[src/rtl/operand_fetch.sv]
// Operand fetch: hides the register file's one-cycle registered read and forwards writebacks.
// Optional stall counter port of_stall_cnt is built when OF_PERF_CNT_EN is defined.
module operand_fetch #(
  parameter int XLEN      = 64,
  parameter int PAYLOAD_W = 32
) (
  input  logic                 clk,
  input  logic                 rstn,
  input  logic                 id_valid,
  output logic                 id_ready,
  input  logic [4:0]           id_rs1,
  input  logic [4:0]           id_rs2,
  input  logic [PAYLOAD_W-1:0] id_payload,
  output logic [4:0]           rf_r_reg1,
  output logic [4:0]           rf_r_reg2,
  input  logic [XLEN-1:0]      rf_r_data1,
  input  logic [XLEN-1:0]      rf_r_data2,
  input  logic                 wb_en,
  input  logic [4:0]           wb_reg,
  input  logic [XLEN-1:0]      wb_data,
  output logic                 of_valid,
  input  logic                 of_ready,
  output logic [XLEN-1:0]      of_rs1_data,
  output logic [XLEN-1:0]      of_rs2_data,
  output logic [PAYLOAD_W-1:0] of_payload
`ifdef OF_PERF_CNT_EN
  ,
  output logic [31:0]          of_stall_cnt
`endif
);

  logic                 s1_valid_reg;
  logic [PAYLOAD_W-1:0] s1_payload_reg;
  logic                 of_valid_reg;
  logic [PAYLOAD_W-1:0] of_payload_reg;

  logic s2_take;
  logic id_fire;
  logic s1_hold;
  logic s2_stall;

  logic [4:0]      id_idx  [2];
  logic [4:0]      rd_addr [2];
  logic [XLEN-1:0] rd_data [2];
  logic [XLEN-1:0] op_data [2];

  assign s2_take  = s1_valid_reg && (!of_valid_reg || of_ready);
  assign id_ready = !s1_valid_reg || s2_take;
  assign id_fire  = id_valid && id_ready;
  assign s1_hold  = s1_valid_reg && !s2_take;
  assign s2_stall = of_valid_reg && !of_ready;

  assign id_idx[0]  = id_rs1;
  assign id_idx[1]  = id_rs2;
  assign rd_data[0] = rf_r_data1;
  assign rd_data[1] = rf_r_data2;
  assign rf_r_reg1  = rd_addr[0];
  assign rf_r_reg2  = rd_addr[1];

  assign of_valid    = of_valid_reg;
  assign of_payload  = of_payload_reg;
  assign of_rs1_data = op_data[0];
  assign of_rs2_data = op_data[1];

  genvar gi;
  generate
    for (gi = 0; gi < 2; gi++) begin : g_src
      logic [4:0]      s1_idx_reg;
      logic            byp_flag_reg;
      logic [XLEN-1:0] byp_data_reg;
      logic [4:0]      s2_idx_reg;
      logic [XLEN-1:0] s2_data_reg;
      logic            wb_hit;
      logic [XLEN-1:0] s1_op;

      // The file's read at this edge misses a write on the same edge, so capture it here.
      assign rd_addr[gi] = id_fire ? id_idx[gi] : s1_idx_reg;
      assign wb_hit      = wb_en && (wb_reg == rd_addr[gi]) && (rd_addr[gi] != 5'd0);
      assign s1_op       = (s1_idx_reg == 5'd0) ? '0 :
                           (byp_flag_reg ? byp_data_reg : rd_data[gi]);
      assign op_data[gi] = s2_data_reg;

      always_ff @(posedge clk or negedge rstn) begin
        if (!rstn) begin
          s1_idx_reg   <= 5'd0;
          byp_flag_reg <= 1'b0;
          byp_data_reg <= '0;
        end else begin
          if (id_fire)
            s1_idx_reg <= id_idx[gi];
          if (id_fire || s1_hold) begin
            byp_flag_reg <= wb_hit;
            if (wb_hit)
              byp_data_reg <= wb_data;
          end
        end
      end

      always_ff @(posedge clk or negedge rstn) begin
        if (!rstn) begin
          s2_idx_reg  <= 5'd0;
          s2_data_reg <= '0;
        end else if (s2_take) begin
          s2_idx_reg  <= s1_idx_reg;
          s2_data_reg <= s1_op;
        end else if (s2_stall && wb_en && (wb_reg == s2_idx_reg) && (s2_idx_reg != 5'd0)) begin
          s2_data_reg <= wb_data;
        end
      end
    end
  endgenerate

  always_ff @(posedge clk or negedge rstn) begin
    if (!rstn) begin
      s1_valid_reg   <= 1'b0;
      s1_payload_reg <= '0;
      of_valid_reg   <= 1'b0;
      of_payload_reg <= '0;
    end else begin
      if (id_fire) begin
        s1_valid_reg   <= 1'b1;
        s1_payload_reg <= id_payload;
      end else if (s2_take) begin
        s1_valid_reg <= 1'b0;
      end

      if (s2_take) begin
        of_valid_reg   <= 1'b1;
        of_payload_reg <= s1_payload_reg;
      end else if (of_valid_reg && of_ready) begin
        of_valid_reg <= 1'b0;
      end
    end
  end

`ifdef OF_PERF_CNT_EN
  logic [31:0] stall_cnt_reg;

  always_ff @(posedge clk or negedge rstn) begin
    if (!rstn)
      stall_cnt_reg <= 32'd0;
    else if (s2_stall && (stall_cnt_reg != 32'hFFFF_FFFF))
      stall_cnt_reg <= stall_cnt_reg + 32'd1;
  end

  assign of_stall_cnt = stall_cnt_reg;
`endif

endmodule

[config.mk]
export PLATFORM = sky130hd
export DESIGN_NAME = operand_fetch
export DESIGN_NICKNAME = d
export VERILOG_FILES = /design/src/rtl/operand_fetch.sv
export SDC_FILE = /design/constraint.sdc
export NUM_CORES = 1
export LEC_CHECK = 0
export CAP_MARGIN = 25
export CORE_MARGIN = 5
export CORE_UTILIZATION = 31
export CTS_CLUSTER_DIAMETER = 30
export DETAILED_ROUTE_END_ITERATION = 16
export PLACE_DENSITY_LB_ADDON = 0.2
export SLEW_MARGIN = 20
export SYNTH_ARGS = -nofsm -noshare
export SYNTH_HDL_FRONTEND = slang
export SYNTH_SLANG_ARGS = --single-unit
[constraint.sdc]
create_clock -name clk -period 2.7 [get_ports clk]
set_input_delay 0.54 -clock clk [delete_from_list [all_inputs] [get_ports clk]]
set_output_delay 0.54 -clock clk [all_outputs]
set_load 0.005 [all_outputs]
* After elaboration in Yosys (flattened, before gate mapping) *
Cells that the tools add are included.

cells by class
  add/subtract/negate cells = 0
  multiply operators = 0
  div/mod/pow operators = 0
  $lt $le $gt $ge = 0
  eq/ne operators = 4
  shift operators = 0
  multiplexer cells = 14
  bitwise logic cells = 0
  reductions and logical operators = 33

operator list
  kind                 number
  two-way mux 64 bit   8
  == test 5 bit        4
  nonzero test 5 bit   4
  logical AND 1 bit    14
  zero test 5 bit      2
  two-way mux 5 bit    2
  nonzero test 2 bit   4
  zero test 1 bit      4
  two-way mux 1 bit    4
  AND reduction 2 bit  2
  logical OR 1 bit     3

word-level totals
  flip-flop bits (word level) = 344
  latch bits = 0
  RAM bits = 0
  ROM bits = 0
  bits of input ports = 244
  output and inout port bits = 172
  word-level logic and storage cells = 65
  memories = 0

* Depth between registers and ports, before layout *
  word-level depth = 10
  mapped depth = 12
  mapped depth without buffers = 7

* Worst setup path after synthesis *
OpenSTA, ideal clock, no wires.

  kind = input to register
  start = input port wb_reg[0]
  end = register g_src[1].s2_data_reg[10] (netlist: of_rs2_data[10])
  library setup time = 125 ps
  arrival time = 2,556 ps
  required time = 2,575 ps
  slack = 20 ps
  cell stages on the path = 8
  path buffers = 2
  path through = clkbuf_1 nor4_1 nor3_1 a21oi_1 nor4_1 a31oi_1 buf_2 mux2_2

between the ends
  cells in the longest elaborated chain, start to end = 4

RTL lines
  element                         RTL line  text
  start, declared                 19        input logic [4:0] wb_reg,
  == test 5 bit                   106       end else if (s2_stall && wb_en && (wb_reg == s2_idx_reg) && (s2_idx_reg != 5'd0)) begin
  logical AND 1 bit (2 in a row)  106
  nonzero test 2 bit (no line)    -
  end signal, assigned            105       s2_data_reg <= s1_op;
  end signal, assigned            107       s2_data_reg <= wb_data;
  end, declared                   72        logic [XLEN-1:0] s2_data_reg;

No other way between the ends.
A chain may end at the register's enable or synchronous reset.

* Final worst setup path *
  start = input port of_ready
  end = register g_src[1].byp_data_reg[37]

between the ends
  cells in the longest elaborated chain, start to end = 9
  elaborated cells between the ends (all ways) = 13
  classes of those cells = eq/ne: 1; mux: 1; reduce/logical: 11

RTL lines
  element                          RTL line  text
  start, declared                  22        input logic of_ready,
  logical OR 1 bit *               47        assign s2_take = s1_valid_reg && (!of_valid_reg || of_ready);
  logical AND 1 bit *              47
  logical OR 1 bit                 48        assign id_ready = !s1_valid_reg || s2_take;
  logical AND 1 bit                49        assign id_fire = id_valid && id_ready;
  two-way mux 5 bit                77        assign rd_addr[gi] = id_fire ? id_idx[gi] : s1_idx_reg;
  == test 5 bit                    78        assign wb_hit = wb_en && (wb_reg == rd_addr[gi]) && (rd_addr[gi] != 5'd0);
  logical AND 1 bit (2 in a row)   78
  AND reduction 2 bit (no line) *  -
  end signal, assigned             94        byp_data_reg <= wb_data;
  end, declared                    70        logic [XLEN-1:0] byp_data_reg;

Every way passes the cells marked *; elsewhere a longest branch is shown, timed or not.

==> impl_metrics.ini <==
[sta]
rsz0062_at_grt = yes
fin_ws_ns = -0.100
report.final.setup_viol = 107
setup_tns_ns = -6.87
max_freq_ghz = 0.357
clock_skew_ns = 0.0128
hold_violations = 0
fin_crit_sh_pct = 104
worst_pin_slew_ns = 0.544
fin_crit_ns = 2.80
finalMaxSlewViolations = 0
relSlewSlack_pct = 63.6

[die]
std_cell_rows = 82
start_util_pct = 31.4
die_h_um = 236
die_area_sq_um = 55700
die_w_um = 236
io_pins = 416
core-area_sq_um = 50400

[critical_path]
crit_top_cell = buf_6
critPathTopFamily = buffers and inverters
crit_path_end_kind = register
critPathLaunch = of_ready
crit_fanout = 14
required_ns = 3.18
r2r_start = s1_valid_reg$_DFFE_PN0P_
crit_buf_inv = 6
critPathArrivalTime_ns = 3.28
startpoint_type = input pin
crit_path_max_incr_delay_ns = 0.50
critical_path.slowest_cell = clkdlybuf4s50_1
worstSetupPathType = input pin to register
cp_cell_sequence = clkdlybuf4s50_1 -> and3b_2 -> buf_6 -> buf_6 -> o211ai_1 -> buf_4 -> xor2_1 -> a2111oi_4 -> o2111ai_4 -> buf_12 -> clkbuf_16 -> mux2_4

[detailed_routing]
routedWlPerCell_um = 21.8
drt_iter0_drc = 668
drtPass1Iterations = 5
drtAntennaViolNets = 0
routed_wl_um = 55300
viasPerCell = 4.75
vias = 12100
drc_errors = 0

[power_and_ir_drop]
power_frac_seq_pct = 30.8
power_density_nw_per_um2 = 972
combPwrFrac_pct = 19.9
switchingPower_mw = 6.04
swShare_pct = 24.2
clkPwrFrac_pct = 49.3
ir_drop_uv = 679
p_leak_nw = 11.4
p_int_mw = 18.9

[cells_and_area]
largest_reg_flops = 128
fin_cells = 2539
stdcell_area_sq_um = 25700
fin_nets = 2029
synthToLayoutAreaGrowth_pct = 62.1
drive_gt1_share_pct = 32.2
utilization_pct = 50.9

[synthesis]
synthMuxAreaShare_pct = 31.0
synthesis.nets = 1483
netlist_instances = 1239
synth_edf_count = 0
yosysTopAreaCell = dfrtp_1
yosysUniqueCellTypes = 32
avgSynthCellArea_sq_um = 12.8
ys.flop_type = dfrtp_1
synthAdderAreaFrac_pct = 0
synth-seq-cells = 344
synth_top_area_share_pct = 54.4
synth_compound_area_share_pct = 5.04
async_reset_ff_share_pct = 100
synth_top_family_by_area = multiplexers
synth_xor_xnor_area_share_pct = 0.885
synth_simple_gate_area_share_pct = 5.97
synthTopCellsByArea = dfrtp_1 54%, mux2_2 14%, mux2_4 9.3%
yosysMostFrequentCell = dfrtp_1
synth_area_sq_um = 15800
ys_warn_count = 0
ys_top_cells_by_count = 344 x dfrtp_1, 201 x nand2_1, 192 x mux2_2
yosysSeqAreaShare_pct = 54.4

[min_path]
min_from = s1_payload_reg[4]$_DFFE_PN0N_
hold_path_class = register to register

[clocking]
cts_buffers = 98
cts_tree = yes
cts.htree.levels = 3
clock_path_buffers = 3
cts_sinks = 344
clock_latency_ns = 0.61
clkTransAtPathRegs_ns = 0.04
cts_root_buf = clkbuf_16

[global_route]
antenna_found_initial = 5
gr-usage-all-layers_pct = 18.5
overflow = 0
first_global_vias = 13300
grt_max_degree = 61
grt_first_pass_wirelength_um = 81200

[place]
place_area_sq_um = 21300
place_congestion = 0.814
io_buffers = 415
placedCellCount = 2313
dp_hpwl_um = 35000

[status]
violations = setup timing
status = complete, but fails checks

[flow_run]
cap_viol_max_count = 0
-- cells in the final DEF, fill, tap and decap left out, types with 4 or more instances in the layout --
| cell | synthesis | layout |
|---|---|---|
| xnor2_1 | 4 | 4 |
| mux2i_1 | 128 | 128 |
| mux2_4 | 98 | 100 |
| buf_12 | 0 | 28 |
| xor2_1 | 12 | 8 |
| mux2_2 | 192 | 190 |
| clkbuf_2 | 0 | 5 |
| nand2b_1 | 8 | 8 |
| buf_4 | 1 | 59 |
| clkbuf_16 | 0 | 110 |
| o211ai_1 | 6 | 6 |
| nand4b_1 | 6 | 6 |
| clkbuf_1 | 52 | 11 |
| clkinv_2 | 0 | 19 |
| clkinvlp_4 | 0 | 6 |
| o21ai_0 | 128 | 128 |
| clkbuf_8 | 0 | 18 |
| bufinv_16 | 0 | 18 |
| dfrtp_1 | 344 | 342 |
| buf_6 | 12 | 10 |
| clkdlybuf4s50_1 | 0 | 403 |
| buf_16 | 0 | 4 |
| nand2_1 | 201 | 200 |
| buf_8 | 0 | 4 |
-- power by group through the flow --
| stage | Combinational, mW | Clock (mW) | Sequential [mW] |
|---|---|---|---|
| after floorplan | 2.37 | 0 | 7.49 |
| after global routing | 5.34 | 12.8 | 7.86 |
| after CTS | 4.96 | 12.5 | 7.69 |
| final | 4.97 | 12.3 | 7.69 |
| after global placement | 4.78 | 0 | 7.72 |
| after detailed placement | 4.88 | 0 | 7.73 |
-- kinds of logic (layout without fill, tap and decap cells) --
logic type / count (synthesis) / count (layout)
AO/OA/AOI/OAI: 148 / 148
XOR/XNOR: 16 / 16
buffers and inverters: 83 / 709
flip-flops: 344 / 344
multiplexers: 418 / 418
other: 0 / 2
AND/OR/NAND/NOR: 230 / 230
-- what timing repair did --
item / CTS / global route
setup endpoints to repair: 10 / 136
setup buffers: 14 / 20
pin swaps: 8 / 6
hold endpoints to repair: 38 / 0
resized for setup: 22 / 52
hold buffers: 1 / 0
cloned: 0 / 16
-- final cells by class --
| cell class | count | area [sq um] |
|---|---|---|
| fillers | 4372 | 24700 |
| flip-flops and latches | 344 | 8620 |
| multi-input cells | 812 | 7000 |
| repair buffers | 525 | 5620 |
| clock buffers | 129 | 2790 |
| well taps | 672 | 841 |
| clock inverters | 51 | 769 |
| inverters | 4 | 22.5 |
| diodes | 2 | 5.00 |
-- worst reg2reg max path: stages, from the launching register on --
cell and delay, ns:
dfrtp_1 0.41, and3b_2 0.25, buf_6 0.13, buf_6 0.11, o211ai_1 0.26, buf_4 0.17, xor2_1 0.08, a2111oi_4 0.34
o2111ai_4 0.17, buf_12 0.21, clkbuf_16 0.22, mux2_4 0.31
-- metal layers --
metal	part of all wire, %	global-route usage [%]	wire [um]
met5	0.071	0	39
met4	2.2	5.88	1220
met3	7.4	6.86	4070
met2	46	28.6	25400
met1	44	24.2	24500
-- through the flow --
step / hold WS (ns) / power (mW) / setup WS (ns)
6_report: 0.455 / 24.9 / -0.100
5_1_grt: 0.472 / 26.0 / -0.182
4_1_cts: 0.455 / 25.1 / -0.0428
3_5_place_dp: 0.451 / 12.6 / -0.546
3_3_place_gp: 0.441 / 12.5 / -0.546
2_1_floorplan: 0.244 / 9.86 / 0.0198
-- final timing paths --
| check | end | slack (ns) | cells after the start |
|---|---|---|---|
| worst max-delay path | g_src[1].byp_data_reg[37]$_DFFE_PN0P_ | -0.10 | 12 |
| worst min-delay path | of_payload[4]$_DFFE_PN0P_ | 0.46 | 2 |
| min in group asynchronous | of_rs1_data[10]$_DFFE_PN0P_ | 0.47 | 2 |
| max in group asynchronous | of_rs2_data[45]$_DFFE_PN0P_ | 1.50 | 3 |
| worst min register to register | of_payload[4]$_DFFE_PN0P_ | 0.46 | 2 |
| worst max register to register | g_src[1].byp_data_reg[37]$_DFFE_PN0P_ | -0.09 | 11 |
(Power assumes the default switching activity.)
==> patch 1 (config.mk and constraints unchanged) <==
Set the parameter `XLEN` to 128 (it was 64).
--- a/src/rtl/operand_fetch.sv
+++ b/src/rtl/operand_fetch.sv
@@ -1,7 +1,7 @@
 // Operand fetch: hides the register file's one-cycle registered read and forwards writebacks.
 // Optional stall counter port of_stall_cnt is built when OF_PERF_CNT_EN is defined.
 module operand_fetch #(
-  parameter int XLEN      = 64,
+  parameter int XLEN      = 128,
   parameter int PAYLOAD_W = 32
 ) (
   input  logic                 clk,
Interface: changed (5 resized); port bits go from 416 to 736. No check against the original RTL was run, so the function may have changed too.
==> patch 1 against the unedited design <==
  * The flow still finishes with violations (negative setup slack)
  * Utilization shrank 0.95 points
  * Count of clock-buffer cells in the layout grew 85
  * Largest power group unchanged
  * Total power grew 67%
  * Worst hold slack lost 0.063 ns
  * Sequential cell count grew 256
  * Setup slack gained 0.010 ns
  * Area after synthesis grew 74%
  * First-iteration DRC count grew 91%
  * Final area grew 72%
  * Routed wire length grew 96%
  * Sequential power grew 77%
  * Combinational power grew 76%
  * Global-route usage grew 2.4 points
  * Largest cell class unchanged
  * Critical path type is now reg2reg
==> patch 1: results (changes against the unedited design) <==
[outcome]
outcome=finished with violations
failed_checks=negative setup slack

[setup_path]
critPathMaxStageDelay_ns=0.34  ; -0.16 ns
critPathArrivalTime_ns=3.37  ; +0.09 ns
timing.rr.start=of_valid
reg2reg_depth=12  ; +1
slowest_stage=sky130_fd_sc_hd__dfrtp_1

[timing]
fin_tns_setup_ns=-5.75  ; +1.11 ns
setup_ws_ns=-0.0901  ; +0.0102 ns
final.setup_skew_ns=0.0346  ; +0.0218 ns
holdWs_ns=0.392  ; -0.0633 ns
setup-violations-final=148  ; +38%
worstMarginPinSlew_ns=0.629  ; +0.0854 ns

[yosys]
synthesis.area_per_instance_um2=10.8  ; -15%
synth_fp_nets=2982  ; +100%
synth_cell_types=37  ; +16%
netlist_top_cells_count=600 x sky130_fd_sc_hd__dfrtp_1, 514 x sky130_fd_sc_hd__a21oi_1, 513 x sky130_fd_sc_hd__nor2_1

[place]
hpwl_um=72000  ; +110%
gpl.final_weighted_congestion=0.797  ; -2.1%
placed_cells_incl_taps=4400  ; +90%
input_output_buffers=735  ; +77%
place_ws_ns=-0.662  ; -0.116 ns
postPlaceCellArea_um2=37400  ; +75%

[layout]
area_delta_synth_final_pct=60.1
layout.filler_cells=8015  ; +83%

[global_routing]
global_route_wire_length_before_repair_um=151000  ; +86%
met3_usage_pct=7.79  ; +0.93 points
global_route.usage.met2_pct=34.9  ; +6.2 points
antenna_found_initial=25  ; +20

[drt]
wl_met2_um=52800  ; +110%
route.detailed.wl_per_inst_um=22.9  ; +5.0%
first_iter_violations=1278  ; +91%
drtPass1Iterations=8  ; +3
route.layer.met1.wl_um=44700  ; +82%
vias_per_cell=4.85  ; +2.0%
met3_length_um=8460  ; +110%

[clocking]
worstSkewPairLatency_ns=0.73  ; +0.12 ns
tritoncts.num_buffers=158  ; +61%

[min_path]
timing.hold.worst.class=in2async

patch 1: cell families after synthesis:
family / synth area share [%]
AO/OA/AOI/OAI: 9.86
XOR/XNOR: 0.508
buffers and inverters: 3.19
flip-flops: 54.4
multiplexers: 22.9
AND/OR/NAND/NOR: 9.13
patch 1: timing repair:
| item | in CTS | in global routing |
|---|---|---|
| endpoints found under the hold margin | 36 | 0 |
| pin swaps | 8 | 7 |
| gates cloned | 3 | 26 |
| setup buffers | 13 | 7 |
| hold buffers | 1 | 0 |
| gates resized for setup | 37 | 124 |
| setup endpoints to repair | 45 | 265 |
patch 1: layout make-up:
cell class	instances	area share [%]
diodes	11	0.0623
repair buffers	927	22.7
flip-flops and latches	600	34.0
multi-input cells	1752	27.4
inverters	3	0.0312
clock buffers	214	10.3
clock inverters	71	2.25
well taps	1165	3.30
patch 1: worst max-delay path by stage:
stage	cells after the start	from	slack (ns)	to
finish	12	of_valid	-0.09	g_src[0].byp_data_reg[99]
floorplan	10	of_ready	0.003	g_src[1].byp_data_reg[108]
detailed placement	10	of_ready	-0.66	g_src[1].byp_data_reg[78]
global placement	10	of_ready	-0.69	g_src[1].byp_data_reg[104]
global route	11	of_valid	-0.20	g_src[1].byp_data_reg[39]
CTS	12	s1_valid_reg	-0.09	g_src[1].byp_data_reg[73]
patch 1: critical path, delay by kind of cell (launching register included):
family | cells | cell delay [ns]
AOI/OAI and AO/OA | 3 | 0.75
muxes | 1 | 0.27
buffers and inverters | 6 | 0.87
DFF | 1 | 0.34
and+or+nand+nor | 2 | 0.41
patch 1: where the power goes:
part           leakage (nW)  switching [mW]  total, mW  internal [mW]
clock                  2.69            5.79       19.3           13.5
sequential             7.28            1.75       13.6           11.8
combinational          9.28            3.37       8.76           5.39
total                  19.3            10.9       41.6           30.7
==> patch 2 (config.mk and constraints unchanged) <==
Made on the original files. Build with the macro `OF_PERF_CNT_EN` defined.
--- a/src/rtl/operand_fetch.sv
+++ b/src/rtl/operand_fetch.sv
@@ -1,5 +1,7 @@
 // Operand fetch: hides the register file's one-cycle registered read and forwards writebacks.
 // Optional stall counter port of_stall_cnt is built when OF_PERF_CNT_EN is defined.
+`define OF_PERF_CNT_EN
+
 module operand_fetch #(
   parameter int XLEN      = 64,
   parameter int PAYLOAD_W = 32
Check against the original RTL (old outputs only; new: of_stall_cnt): equivalent (equiv_simple and equiv_induct, registers matched by name and starting in step).
==> patch 2 against the unedited design <==
  * The run now ends clean
  * Area after synthesis up 9.6%
  * Die area up 9.2%
  * Sequential cell count up 32
  * Total power up 3.0%
  * Sequential share of layout area up 1.1 points
  * Non-clock buffer count up 12
  * Utilization down 1.8 points
  * Critical path depth down 1
  * Setup slack better by 0.15 ns
  * Routed wire length up 7.7%
  * Final area up 5.8%
  * First-iteration DRC count down 13%
  * Largest power group unchanged
  * Highest routed layer unchanged
==> patch 2: results (changes against the unedited design) <==
[clocking]
tritoncts.num_buffers=102  ; +4.1%

[place]
placed_cells_incl_taps=2564  ; +11%
hpwl_um=39800  ; +14%
input_output_buffers=447  ; +7.7%
gpl.final_weighted_congestion=0.824  ; +1.2%

[layout]
layout.filler_cells=4956  ; +13%
final_cells=2771  ; +9.1%
drive_above_1_share_pct=28.6  ; -3.6 points

[drt]
vias=13200  ; +9.8%
route.detailed.wl_per_inst_um=21.5  ; -1.3%
wl_met2_um=28800  ; +13%
route.layer.met1.wl_um=24400  ; -0.65%
met3_length_um=4880  ; +20%

[yosys]
netlist_top_cells_count=376 x sky130_fd_sc_hd__dfrtp_1, 213 x sky130_fd_sc_hd__nand2_1, 194 x sky130_fd_sc_hd__mux2_2
fraction_of_the_mapped_netlist_area_in_compound_gates_pct=4.90  ; -0.15 points
post_synth_main_area_contributors=sky130_fd_sc_hd__dfrtp_1 54%, sky130_fd_sc_hd__mux2_2 13%, sky130_fd_sc_hd__mux2_4 8.5%, sky130_fd_sc_hd__mux2i_1 7.4%, sky130_fd_sc_hd__nand2_1 4.6%
xor_xnor_share_of_the_synthesized_area_pct=2.12  ; +1.2 points
synth.mux.area_fraction_pct=28.5  ; -2.6 points
synth_cell_types=45  ; +41%
post_synth_fa_ha_maj_area_fraction_pct=0.0721  ; +0.072 points
post_synth_inst_count=1381  ; +11%
synth_fp_nets=1626  ; +9.6%

[min_path]
hold_path_startpoint=s1_payload_reg[15]
hold-path-endpoint=of_payload[15]

[pwr]
pwr-share-seq_pct=32.3  ; +1.5 points
combinational_power_mw=5.08  ; +2%
cellLeakagePower_nw=12.0  ; +5.0%
vdd_ir_drop_max_mv=0.678  ; about the same

[global_routing]
grt_util_all_layers_pct=18.9  ; +0.41 points
grt_start_max_net_pins=67  ; +9.8%
global_route_wire_length_before_repair_um=88900  ; +9.5%
antenna_found_initial=10  ; +5
global_route.usage.met1_pct=23.0  ; -1.2 points

[outcome]
outcome=completed

[timing]
holdWs_ns=0.457  ; +0.00234 ns
final.setup_skew_ns=0.0260  ; +0.0131 ns
worst_slew_margin_rel_pct=47.0  ; -17 points

[setup_path]
critPathKind=reg2reg
reg2reg_to=g_src[1].byp_data_reg[15]
critPathArrivalTime_ns=3.12  ; -0.16 ns

==> patch 2: cell types whose count changed in the layout (fill, tap and decap cells not counted), moves of 5 or more <==
cell / change
sky130_fd_sc_hd__nand4_1: +12
sky130_fd_sc_hd__clkinvlp_4: +6
sky130_fd_sc_hd__nand2_1: +12
sky130_fd_sc_hd__clkbuf_2: -5
sky130_fd_sc_hd__xor2_1: +12
sky130_fd_sc_hd__xnor2_1: +16
sky130_fd_sc_hd__buf_4: -7
sky130_fd_sc_hd__dlygate4sd2_1: +8
sky130_fd_sc_hd__dfrtp_1: +32
sky130_fd_sc_hd__nor2_1: +12
sky130_fd_sc_hd__nand3_1: +10
sky130_fd_sc_hd__clkdlybuf4s50_1: +32
sky130_fd_sc_hd__and3_1: +6
==> patch 2: metrics by stage <==
step	area, um2	setup slack [ns]	util, %
3_3_place_gp	23300	-0.638	42.1
2_1_floorplan	17400	0.0564	-
4_1_cts	26900	0.0148	48.6
3_5_place_dp	23300	-0.607	42.1
6_report	27100	0.0484	49.1
5_1_grt	27100	-0.0230	49.1
==> patch 2: final cells by class <==
type	count	area, um2	share of cell area (%)
antenna	4	10.0	0.0369
clock buffer	131	2870	10.6
clock inverter	52	673	2.48
inverter	5	21.3	0.0784
multi-input combinational	918	7630	28.1
sequential	376	9420	34.7
tap	748	936	3.45
timing repair buffer	537	5580	20.6
==> patch 2: cells by family (layout without fill, tap and decap cells) <==
group	Yosys count	count (layout)
xor+xnor	42	42
simple gates	300	300
flops	376	376
other cells	0	4
compound gates	155	155
mux	420	420
fa+ha+maj	1	1
buf+inv	87	725
==> patch 2: repair_timing <==
action / CTS / global route
resized for setup: 20 / 9
hold buffers: 1 / 0
pin swaps: 9 / 0
endpoints found under the hold margin: 56 / 0
cloned: 0 / 8
endpoints found under the setup margin: 10 / 131
buffers inserted: 8 / 3
